`src/rtl/uart_pkg.sv`:
```
// Shared types and constants for the memory-mapped UART receiver.
package uart_pkg;

   typedef enum logic [2:0] {
      IDLE  = 3'd0,
      START = 3'd1,
      DATA  = 3'd2,
      STOP  = 3'd3,
      BREAK = 3'd4
   } uart_state_t;

   localparam logic [7:0] ADDR_DATA_DEFAULT = 8'hFE;
   localparam logic [7:0] ADDR_STAT_DEFAULT = 8'hFD;

   // Bit positions inside the status byte
   localparam int unsigned VALID = 0;
   localparam int unsigned OVR   = 1;
   localparam int unsigned FERR  = 2;

endpackage

```
`src/rtl/uart_rx_sync.sv`:
```
// Two-flop synchroniser for the asynchronous serial line; resets to the idle level (1).
module uart_rx_sync (
   input  logic clk,
   input  logic rst,
   input  logic d,
   output logic q
);

   logic meta_q;
   logic sync_q;

   always_ff @(posedge clk) begin
      if (!rst) begin
         meta_q <= 1'b1;
         sync_q <= 1'b1;
      end else begin
         meta_q <= d;
         sync_q <= meta_q;
      end
   end

   assign q = sync_q;

endmodule

```
`src/rtl/mmio_uart_rx.sv`:
```
// 8N1 UART receiver with a two-address load interface (data byte and status byte).
module mmio_uart_rx
   import uart_pkg::*;
#(
   parameter int unsigned CLKS_PER_BIT = 434,
   parameter logic [7:0]  ADDR_DATA    = ADDR_DATA_DEFAULT,
   parameter logic [7:0]  ADDR_STAT    = ADDR_STAT_DEFAULT
) (
   input  logic       clk,
   input  logic       rst,
   input  logic       rx,
   input  logic [7:0] Address,
   input  logic       RdEn,
   output logic [7:0] DataOut,
   output logic       Hit,
   output logic       RxValid
);

   localparam int unsigned CNT_W = $clog2(CLKS_PER_BIT) + 1;
   localparam logic [CNT_W-1:0] HALF_LAST = CNT_W'(CLKS_PER_BIT / 2 - 1);
   localparam logic [CNT_W-1:0] FULL_LAST = CNT_W'(CLKS_PER_BIT - 1);
   localparam logic [CNT_W-1:0] CNT_ONE   = CNT_W'(1);

   logic rxs;

   uart_rx_sync u_sync (
      .clk (clk),
      .rst (rst),
      .d   (rx),
      .q   (rxs)
   );

   uart_state_t      state_q, state_d;
   logic [CNT_W-1:0] cnt_q, cnt_d;
   logic [2:0]       bit_q, bit_d;
   logic [7:0]       shift_q, shift_d;
   logic             commit;
   logic             ferr_set;

   logic [7:0] rx_data_q;
   logic       valid_q, ovr_q, ferr_q;
   logic       rd_data, rd_stat;

   always_ff @(posedge clk) begin
      if (!rst) begin
         state_q <= IDLE;
         cnt_q   <= '0;
         bit_q   <= '0;
         shift_q <= '0;
      end else begin
         state_q <= state_d;
         cnt_q   <= cnt_d;
         bit_q   <= bit_d;
         shift_q <= shift_d;
      end
   end

   always_comb begin
      state_d  = state_q;
      cnt_d    = cnt_q;
      bit_d    = bit_q;
      shift_d  = shift_q;
      commit   = 1'b0;
      ferr_set = 1'b0;
      unique case (state_q)
         IDLE: begin
            cnt_d = '0;
            if (!rxs) state_d = START;
         end
         START: begin
            if (cnt_q == HALF_LAST) begin
               cnt_d = '0;
               bit_d = '0;
               // A start bit that is high again at its midpoint was a glitch
               state_d = rxs ? IDLE : DATA;
            end else begin
               cnt_d = cnt_q + CNT_ONE;
            end
         end
         DATA: begin
            if (cnt_q == FULL_LAST) begin
               cnt_d          = '0;
               shift_d[bit_q] = rxs;
               if (bit_q == 3'd7) state_d = STOP;
               else               bit_d   = bit_q + 3'd1;
            end else begin
               cnt_d = cnt_q + CNT_ONE;
            end
         end
         STOP: begin
            if (cnt_q == FULL_LAST) begin
               cnt_d = '0;
               if (rxs) begin
                  commit  = 1'b1;
                  state_d = IDLE;
               end else begin
                  ferr_set = 1'b1;
                  state_d  = BREAK;
               end
            end else begin
               cnt_d = cnt_q + CNT_ONE;
            end
         end
         BREAK: begin
            cnt_d = '0;
            if (rxs) state_d = IDLE;
         end
         default: begin
            state_d = IDLE;
            cnt_d   = '0;
         end
      endcase
   end

   assign rd_data = RdEn && (Address == ADDR_DATA);
   assign rd_stat = RdEn && (Address == ADDR_STAT);

   // A data read in the same cycle as a commit frees the holding register, so no overrun
   always_ff @(posedge clk) begin
      if (!rst) begin
         rx_data_q <= '0;
         valid_q   <= 1'b0;
         ovr_q     <= 1'b0;
         ferr_q    <= 1'b0;
      end else begin
         if (commit && valid_q && !rd_data) begin
            ovr_q <= 1'b1;
         end else if (commit) begin
            rx_data_q <= shift_q;
            valid_q   <= 1'b1;
            ovr_q     <= 1'b0;
         end else if (rd_data) begin
            valid_q <= 1'b0;
            ovr_q   <= 1'b0;
         end

         if (ferr_set)     ferr_q <= 1'b1;
         else if (rd_stat) ferr_q <= 1'b0;
      end
   end

   always_comb begin
      DataOut = '0;
      Hit     = 1'b0;
      if (Address == ADDR_DATA) begin
         DataOut = rx_data_q;
         Hit     = 1'b1;
      end else if (Address == ADDR_STAT) begin
         DataOut[VALID] = valid_q;
         DataOut[OVR]   = ovr_q;
         DataOut[FERR]  = ferr_q;
         Hit            = 1'b1;
      end
   end

   assign RxValid = valid_q;

endmodule

```
`config.mk`:
```
export PLATFORM = sky130hd
export DESIGN_NAME = mmio_uart_rx
export DESIGN_NICKNAME = d
export VERILOG_FILES = /design/src/rtl/uart_pkg.sv /design/src/rtl/uart_rx_sync.sv /design/src/rtl/mmio_uart_rx.sv
export SDC_FILE = /design/constraint.sdc
export NUM_CORES = 1
export LEC_CHECK = 0
export BUFFER_PORTS_ARGS = -buffer_cell sky130_fd_sc_hd__buf_2
export CAP_MARGIN = 40
export CORE_MARGIN = 1
export CORE_UTILIZATION = 40
export CTS_BUF_LIST = sky130_fd_sc_hd__clkbuf_4
export CTS_CLUSTER_DIAMETER = 200
export DETAILED_ROUTE_END_ITERATION = 6
export PLACE_DENSITY = 0.61
export SYNTH_ARGS = -nofsm -noshare
export SYNTH_HDL_FRONTEND = slang
export SYNTH_HIERARCHICAL = 1
export SYNTH_SLANG_ARGS = --single-unit
```
`constraint.sdc`:
```
create_clock -name clk -period 1.6 [get_ports clk]
set_input_delay 0.16 -clock clk [delete_from_list [all_inputs] [get_ports clk]]
set_output_delay 0.16 -clock clk [all_outputs]
set_load 0.05 [all_outputs]
```
# Yosys cells after proc, flatten, opt, wreduce, memory -nomap -nowiden
# Index checks and enable logic that the tools add are counted.
[op_classes]
eq_ne = 16
reduce_logical = 17
n_bitwise = 1
n_addsub = 2
n_mux = 36
order_cmp = 2
[ops]
columns = ["operator", "count"]
rows = [
  ["two-way mux 3 bit", 12],
  ["two-way mux 10 bit", 2],
  ["one-hot mux 10 bit (2 select lines)", 1],
  ["== test 8 bit (second input constant)", 2],
  ["two-way mux 1 bit", 15],
  ["one-hot mux 3 bit (5 select lines)", 1],
  ["!= test 2 bit (second input constant)", 6],
  ["adder 10 x 1 -> 10 bit (second input constant)", 1],
  ["== test 10 x 8 -> 1 bit (second input constant)", 1],
  ["== test 10 x 9 -> 1 bit (second input constant)", 1],
  ["bitwise mux 8 bit", 1],
  ["== test 3 x 2 -> 1 bit (second input constant)", 2],
  ["== test 3 bit (second input constant)", 2],
  ["one-hot mux 3 bit (2 select lines)", 1],
  ["AND reduction 2 bit", 3],
  ["AND reduction 6 bit", 1],
  ["nonzero test 2 bit", 3],
  ["logical AND 1 bit", 5],
  ["two-way mux 5 bit", 1],
  ["< comparator 3 x 4 -> 1 bit (second input constant)", 1],
  ["AND reduction 4 bit", 1],
  ["adder 3 x 1 -> 3 bit (second input constant)", 1],
  ["demux 1 bit (select 3 bit)", 1],
  ["== test 3 x 1 -> 1 bit (second input constant)", 1],
  ["other kinds (8)", 8],
]
[word_totals]
output_inout_bits = 10
word_cells = 84
reg_bits = 37
in_bits = 12

# Depth between registers and ports, before layout
# Gate-level depths: netlist of run 1.
[logic_depth]
ltp_word = 7
ltp_mapped = 8
depth_no_buf = 7

# Hierarchy
# Netlist of run 1, hierarchy kept.
[by_module_without_submodules]
columns = ["mod", "area_each_um2", "n_inst", "seq_area_each_um2", "cells_each"]
rows = [
  ["mmio_uart_rx", 1749.2, 1, 700.7, 191],
  ["uart_rx_sync", 52.6, 1, 40.0, 4],
]

# Worst setup path after synthesis of run 1
# Ideal clock, no wire load.
[synth_timing]
kind = "register to register"
startpoint = "register cnt_q[1]"
endpoint = "register ovr_q"
stages_incl_launch_ff = 8
required_time_ns = 1.484
period_less_slack_ns = 1.709
setup_slack_ns = -0.109
arrival_time_ns = 1.594
path_buffers = 0
cell_sequence = "dfxtp_1 -> inv_1 -> ha_1 -> and4bb_1 -> and4_1 -> nand4_1 -> mux2_2 -> and3_1"
[synth_via]
elab_chain_cells = 6
[synth_rtl]
columns = ["item", "line_no", "rtl"]
rows = [
  ["start: declaration", "mmio_uart_rx.sv:34", "logic [CNT_W-1:0] cnt_q, cnt_d;"],
  ["start signal: assignment", "mmio_uart_rx.sv:52", "cnt_q <= cnt_d;"],
  ["== test 10 x 9 -> 1 bit *", "mmio_uart_rx.sv:91", "if (cnt_q == FULL_LAST) begin"],
  ["two-way mux 1 bit *", "mmio_uart_rx.sv:91", ""],
  ["two-way mux 1 bit *", "mmio_uart_rx.sv:65", "unique case (state_q)"],
  ["logical AND 1 bit (2 in series)", "mmio_uart_rx.sv:126", "if (commit && valid_q && !rd_data) begin"],
  ["nonzero test 3 bit (no line) / two-way mux 1 bit (equally long branches)", "n/a", ""],
  ["end signal: assignment", "mmio_uart_rx.sv:127", "ovr_q <= 1'b1;"],
  ["end signal: assignment", "mmio_uart_rx.sv:131", "ovr_q <= 1'b0;"],
  ["end signal: assignment", "mmio_uart_rx.sv:134", "ovr_q <= 1'b0;"],
  ["end: declaration", "mmio_uart_rx.sv:41", "logic valid_q, ovr_q, ferr_q;"],
]
# Every way passes the cells marked *; elsewhere a longest branch is shown, timed or not.
# A chain may end at the register's enable or synchronous reset.

# Final worst setup path of run 1
# Same ends and word-level chain as after synthesis.

==> results.py, run 1 <==
metrics = {
    "final_layout": {
        "synthToLayoutAreaGrowth_pct": 26.7,
        "diodes": 0,
        "final_common_cell": "dfxtp_1",
        "drive_above_1_share_pct": 32.4,
        "fin_util_pct": 52.4,
        "fin_area_mm2": 0.00228,
        "final_nets": 254,
        "mostFrequentLayoutCells": "dfxtp_1, nand2_1, buf_2",
    },
    "logic_synthesis": {
        "synth_ff_type": "dfxtp_1",
        "synth-warning-count": 6,
        "synthesis.area_mm2": 0.00180,
        "synth_cell_types": 43,
        "synth_edf_count": 0,
        "synth-seq-cells": 37,
        "avgSynthCellArea_um2": 9.24,
        "synth_cells": 195,
        "synth-seq-area-share_pct": 41.1,
        "syn_nets": 212,
        "ys_async_sr_fraction_pct": 0,
    },
    "worst_setup_path": {
        "crit_type": "flip-flop to flip-flop",
        "reg2reg_to": "ovr_q$_SDFFE_PN0P_",
        "timing.rr.start": "cnt_q[1]$_SDFF_PN0_",
        "worstPathRequired_ns": 1.85,
        "endpoint_kind": "flip-flop",
        "cp.arrival_ns": 1.98,
        "worst_r2r_path_depth": 7,
        "r2r_setup_slack_ns": -0.13,
        "crit_fanout": 3,
        "start_kind": "flip-flop",
    },
    "cts": {
        "clk_pin_slew_worst_paths_ns": 0.12,
        "cts-root-buf": "clkbuf_4",
        "cts-buffers-inserted": 5,
        "cts_tree": "yes",
        "clock-sinks": 37,
        "htree_levels": 2,
        "ctsLongestPathBuffers": 2,
        "clock_latency_ns": 0.35,
    },
    "sta": {
        "tns_ns": -1.09,
        "fin_crit_sh_pct": 108,
        "finalClockSkew_ns": 0.0108,
        "layout_min_cycle_time_ns": 1.73,
        "fin_ws_ns": -0.130,
        "rsz0062_at_grt": "yes",
        "finalHoldViolations": 0,
        "relSlewSlack_pct": 75.2,
        "finalSetupViolations": 26,
        "slew_viol_final": 0,
        "max_freq_ghz": 0.578,
        "worst_pin_slew_ns": 0.371,
    },
    "placement": {
        "postPlaceCellArea_mm2": 0.00209,
        "preCtsSetupSlack_ns": -0.102,
        "gp_congestion": 0.800,
        "port_buffers": 21,
        "dpl.hpwl_mm": 2.54,
    },
    "global_routing": {
        "grt_pass1_vias": 1411,
        "grt_max_degree": 20,
        "antenna_found_initial": 0,
        "grt_pass1_wl_mm": 6.20,
        "gr-total-overflow": 0,
        "track_usage_pct": 16.2,
    },
    "worst_hold_path": {
        "min_to": "u_sync/meta_q$_SDFF_PN1_",
        "hold_path.class": "input port to flip-flop",
        "hold_depth": 2,
        "worstHoldStart": "rst",
    },
    "die": {
        "die_h_um": 69.1,
        "start_util_pct": 41.4,
        "coreArea_mm2": 0.00435,
        "rows": 24,
        "die_w_um": 69.1,
        "ios": 22,
        "dieArea_mm2": 0.00478,
    },
    "routing": {
        "drc": 0,
        "dr.pass1.iters": 4,
        "detail_route.wl_per_cell_um": 11.6,
        "ant_nets": 0,
        "vias": 1439,
        "drt_iter0_markers": 35,
        "vias_per_cell": 4.96,
        "wirelength_mm": 3.37,
    },
    "outcome": {
        "failed_checks": "setup timing",
        "status": "complete, but fails checks",
    },
    "power_and_ir_drop": {
        "vdd_ir_drop_max_mv": 0.357,
        "power_leakage_nw": 1.04,
        "fin_total_pwr_mw": 1.82,
        "power.density_mw_per_mm2": 799,
    },
    "job": {
        "max_cap_violations": 0,
    },
}
[worst max path at each step]
| stage | start | endpoint | slack, ns | depth (start not counted) |
|---|---|---|---|---|
| after CTS | cnt_q[1]$_SDFF_PN0_ | ovr_q$_SDFFE_PN0P_ | -0.11 | 7 |
| after global routing | cnt_q[1]$_SDFF_PN0_ | ovr_q$_SDFFE_PN0P_ | -0.20 | 7 |
| after detailed placement | cnt_q[1]$_SDFF_PN0_ | state_q[0]$_SDFFE_PN0P_ | -0.10 | 8 |
| final | cnt_q[1]$_SDFF_PN0_ | ovr_q$_SDFFE_PN0P_ | -0.13 | 7 |
| after floorplan | cnt_q[0]$_SDFF_PN0_ | ovr_q$_SDFFE_PN0P_ | -0.004 | 6 |
| after global placement | bit_q[0]$_SDFFE_PN0P_ | bit_q[2]$_SDFFE_PN0P_ | -0.06 | 7 |
[metrics by stage]
stage                     hold WS [ns]  instances
after floorplan                  0.233        195
after global placement           0.350        280
after detailed placement         0.346        280
after CTS                        0.102        290
after global routing            0.0927        290
final                            0.104        290
[critical path, stage by stage, from the launching register on]
cell and delay (ns):
dfxtp_2 0.34, inv_2 0.07, ha_4 0.11, and4bb_1 0.23, and4_1 0.21, nand4_1 0.16
mux2_4 0.34, and3_4 0.16
[timing repair]
item,4_1_cts,5_1_grt
gates resized for setup,11,5
hold buffers,1,0
pin swaps,15,3
setup buffers,1,0
setup endpoints to repair,27,31
gates cloned,0,0
hold endpoints to repair,1,0
[state kept, by name, summed over array words and instances (netlist names)]
name / count
cnt_q: 10
rx_data_q: 8
bit_q: 3
u_sync/meta_q: 1
RxValid: 1
u_sync/q: 1
ferr_q: 1
ovr_q: 1
state_q: 3
shift_q: 8
[cells in the mapped netlist (4+ instances only)]
cell | count | area share, %
and3_1 | 5 | 1.7
dfxtp_1 | 37 | 41
a22o_1 | 4 | 1.9
mux2i_1 | 20 | 11
nand3_1 | 6 | 1.7
nor2b_1 | 7 | 2.4
nand4_1 | 7 | 2.4
nand2b_1 | 4 | 1.4
inv_1 | 6 | 1.2
nor2_1 | 14 | 2.9
nand2_1 | 30 | 6.3
ha_1 | 5 | 3.5
xor2_1 | 6 | 2.9
and2_1 | 5 | 1.7
[cell families (layout without fill, tap and decap cells)]
family,Yosys count,after routing,synth area share (%)
AOI/OAI and AO/OA,14,14,6.53
xor gates and xnor gates,9,9,4.38
adders and majority gates,5,5,3.47
buffers and inverters,14,57,4.51
DFF,37,37,41.1
muxes,21,21,11.7
and+or+nand+nor,95,95,28.3
[layer usage]
metal	vias to the layer above	wire, um	global-route usage [%]
met5	-	0	0
met4	0	48	6.35
met3	6	128	5.12
met2	28	1580	27.8
met1	645	1610	18.6
li1	760	-	-
[power by group]
group          internal, mW  switching (mW)
Clock                 0.492           0.335
Sequential            0.925         0.00452
Combinational        0.0303          0.0369
[layout make-up]
| type | instances | area, um^2 |
|---|---|---|
| clock inverters | 3 | 68.8 |
| fillers | 434 | 2070 |
| flip-flops and latches | 37 | 746 |
| well taps | 52 | 65.1 |
| inverters | 6 | 22.5 |
| multi-input cells | 144 | 1070 |
| repair buffers | 43 | 277 |
| clock buffers | 5 | 37.5 |
Power figures use the tool's default switching activity.
==> run 2: changes to the inputs <==
- ABC_AREA: not set -> 1
- PLACE_DENSITY: 0.61 -> 0.6
==> run 2 against run 1 <==
The run now ends clean. Clock power fell by 41%. Synthesized cell count grew 48%. Cell count up 31%. Via count grew 23%. Sequential share of layout area shrank 0.28 points. Design area grew 0.88%. Critical path type unchanged. Largest cell class unchanged. Highest routed layer unchanged.
==> results.py, run 2 <==
metrics = {
    "outcome": {
        "status": "completed",
    },
    "sta": {
        "hold_ws_ns": 0.129,
        "finalSetupViolations": 0,
        "max_freq_ghz": 0.648,
        "relSlewSlack_pct": 67.2,
        "layout_min_cycle_time_ns": 1.54,
        "worst_pin_slew_ns": 0.489,
        "slew_viol_final": 0,
        "finalHoldViolations": 0,
        "tns_ns": 0,
        "finalClockSkew_ns": 0.0123,
        "fin_crit_sh_pct": 96.5,
        "rsz0062_at_grt": "yes",
    },
    "worst_setup_path": {
        "crit_family": "simple AND/OR/NAND/NOR gates",
        "start_kind": "flip-flop",
        "cp.arrival_ns": 1.78,
        "endpoint_kind": "flip-flop",
        "slowest_stage": "dfxtp_2",
        "crit_fanout": 19,
        "cp_num_buf_inv": 3,
        "cpPeakStageDelay_ns": 0.34,
        "worstPathRequired_ns": 1.84,
        "crit_chain": "inv_2, ha_4, nand2_2, nor2_4, nand3_4, buf_4, nor3_4, buf_12, nand3b_1, nand2_1, nor2_1",
        "crit_type": "flip-flop to flip-flop",
    },
    "die": {
        "coreArea_mm2": 0.00450,
        "die_w_um": 71.7,
        "rows": 24,
        "start_util_pct": 43.1,
        "die_h_um": 71.7,
        "dieArea_mm2": 0.00513,
        "ios": 22,
    },
    "power_and_ir_drop": {
        "fin_total_pwr_mw": 2.19,
        "power.density_mw_per_mm2": 953,
        "vdd_ir_drop_max_mv": 0.727,
        "power_leakage_nw": 1.00,
    },
    "routing": {
        "vias": 1763,
        "wl_met1_mm": 1.91,
        "ant_nets": 0,
        "drc": 0,
        "wirelength_mm": 3.69,
        "wl_met2_mm": 1.52,
        "top_layer": "met4",
        "drt_iter0_markers": 82,
        "detail_route.wl_per_cell_um": 9.68,
        "wl_met3_um": 179,
        "vias_per_cell": 4.63,
        "dr.pass1.iters": 4,
    },
    "global_routing": {
        "grt_max_degree": 20,
        "antenna_found_initial": 0,
        "gr-total-overflow": 0,
        "grt_pass1_wl_mm": 6.35,
        "grt_pass1_vias": 1490,
        "track_usage_pct": 15.7,
    },
    "final_layout": {
        "nFillCells": 477,
        "mostFrequentLayoutCells": "nand2_1, nor2_1, dfxtp_1",
        "top_register": "cnt_q",
        "seq_area_um2": 746,
        "final_nets": 345,
        "multi_input_area_mm2": 0.00105,
        "final_common_cell": "nand2_1",
        "synthToLayoutAreaGrowth_pct": 18.6,
        "diodes": 0,
        "top_regs": "cnt_q x10, rx_data_q x8, shift_q x8",
        "finalNonFillerCells": 381,
        "drive_above_1_share_pct": 20.1,
        "fin_util_pct": 51.1,
        "largest_reg_flops": 10,
    },
    "cts": {
        "clk_pin_slew_worst_paths_ns": 0.11,
        "htree_levels": 2,
        "cts_tree": "yes",
        "ctsLongestPathBuffers": 2,
        "clock-sinks": 37,
        "clock_latency_ns": 0.34,
        "cts-root-buf": "clkbuf_4",
        "cts-buffers-inserted": 5,
    },
    "placement": {
        "dpl.hpwl_mm": 2.74,
        "port_buffers": 21,
        "dp.cells": 370,
        "gp_congestion": 0.865,
    },
    "logic_synthesis": {
        "synth-seq-area-share_pct": 38.2,
        "avgSynthCellArea_um2": 6.71,
        "ys_async_sr_fraction_pct": 0,
        "synth_top_area_share_pct": 38.2,
        "synth_cell_types": 24,
        "syn_nets": 306,
        "synth.area.top_cells": "dfxtp_1, nand2_1, nor2_1, inv_1, nand3_1",
        "synthesis.area_mm2": 0.00194,
        "synth_largest_area_cell": "dfxtp_1",
        "synth-seq-cells": 37,
        "synth_cells": 289,
        "synth-warning-count": 6,
        "synth_edf_count": 0,
        "synth.most_common_cell": "nand2_1",
        "synth_common_cells": "nand2_1, nor2_1, dfxtp_1",
        "synth_ff_type": "dfxtp_1",
    },
    "worst_hold_path": {
        "hold_path.class": "input port to flip-flop",
    },
    "job": {
        "max_cap_violations": 0,
    },
}
-- run 2: cell types whose count changed after synthesis, moves of 6 or more --
cell     previous run  this run
nand4_1             7         1
a21oi_1             2        18
nor3_1              3        10
inv_1               6        34
mux2i_1            20         0
nand2_2             0         7
nor2b_1             7         0
nand2_1            30        65
nor2_1             14        60
nand3_1             6        23
-- run 2: layout make-up --
class                   instances  share of cell area, %
clock buffers                   5                   1.63
well taps                      52                   2.83
repair buffers                 38                   10.9
multi-input cells             210                   45.6
flip-flops and latches         37                   32.4
clock inverters                 3                  0.761
inverters                      36                   5.87
-- run 2: worst min-delay path: stages --
cell and delay, ns:
buf_2 0.09, nand3_1 0.06, nand2_1 0.06, a21oi_1 0.05
-- run 2: path summary, 6_finish.rpt --
path / start / endpoint / slack, ns / cells after the start
setup / recovery: cnt_q[1]$_SDFF_PN0_ / rx_data_q[2]$_SDFFE_PN0P_ / 0.06 / 11
hold / removal: RdEn / ferr_q$_SDFFE_PN0P_ / 0.13 / 4
hold reg to reg: u_sync/meta_q$_SDFF_PN1_ / u_sync/q$_SDFF_PN1_ / 0.42 / 2
setup reg to reg: cnt_q[1]$_SDFF_PN0_ / rx_data_q[2]$_SDFFE_PN0P_ / 0.06 / 11
-- run 2: through the flow --
step / worst slack, ns / cell area, um^2
global route: -0.0625 / 2300
detailed placement: -0.0180 / 2180
CTS: 0.0144 / 2250
floorplan: 0.122 / 1940
finish: 0.0563 / 2300
global placement: 0.0388 / 2180
-- run 2: logic make-up after synthesis --
| family | after synthesis | share of synthesized area (%) |
|---|---|---|
| AO/OA/AOI/OAI | 21 | 5.55 |
| XOR/XNOR | 6 | 2.71 |
| adder cells (fa/ha/maj) | 5 | 3.22 |
| buffers and inverters | 42 | 9.41 |
| flip-flops | 37 | 38.2 |
| AND/OR/NAND/NOR | 178 | 40.9 |
-- run 2: per-layer routing --
metal | GRT usage, % | vias up
met2 | 23.8 | 34
met3 | 4.50 | 7
met1 | 20.8 | 744
met5 | 0 | -
met4 | 6.75 | 0
li1 | - | 978
-- run 2: power breakdown --
group	switching, mW	total [mW]	internal [mW]
clock network	0.326	0.492	0.166
registers	0.0546	1.02	0.966
logic	0.412	0.682	0.270
total	0.793	2.19	1.40
-- run 2: timing repair --
action | CTS | global route
pin swaps | 0 | 3
hold endpoints to repair | 1 | 0
setup endpoints to repair | 4 | 26
hold buffers | 1 | 0
gates resized for setup | 1 | 10
buffers inserted | 0 | 2
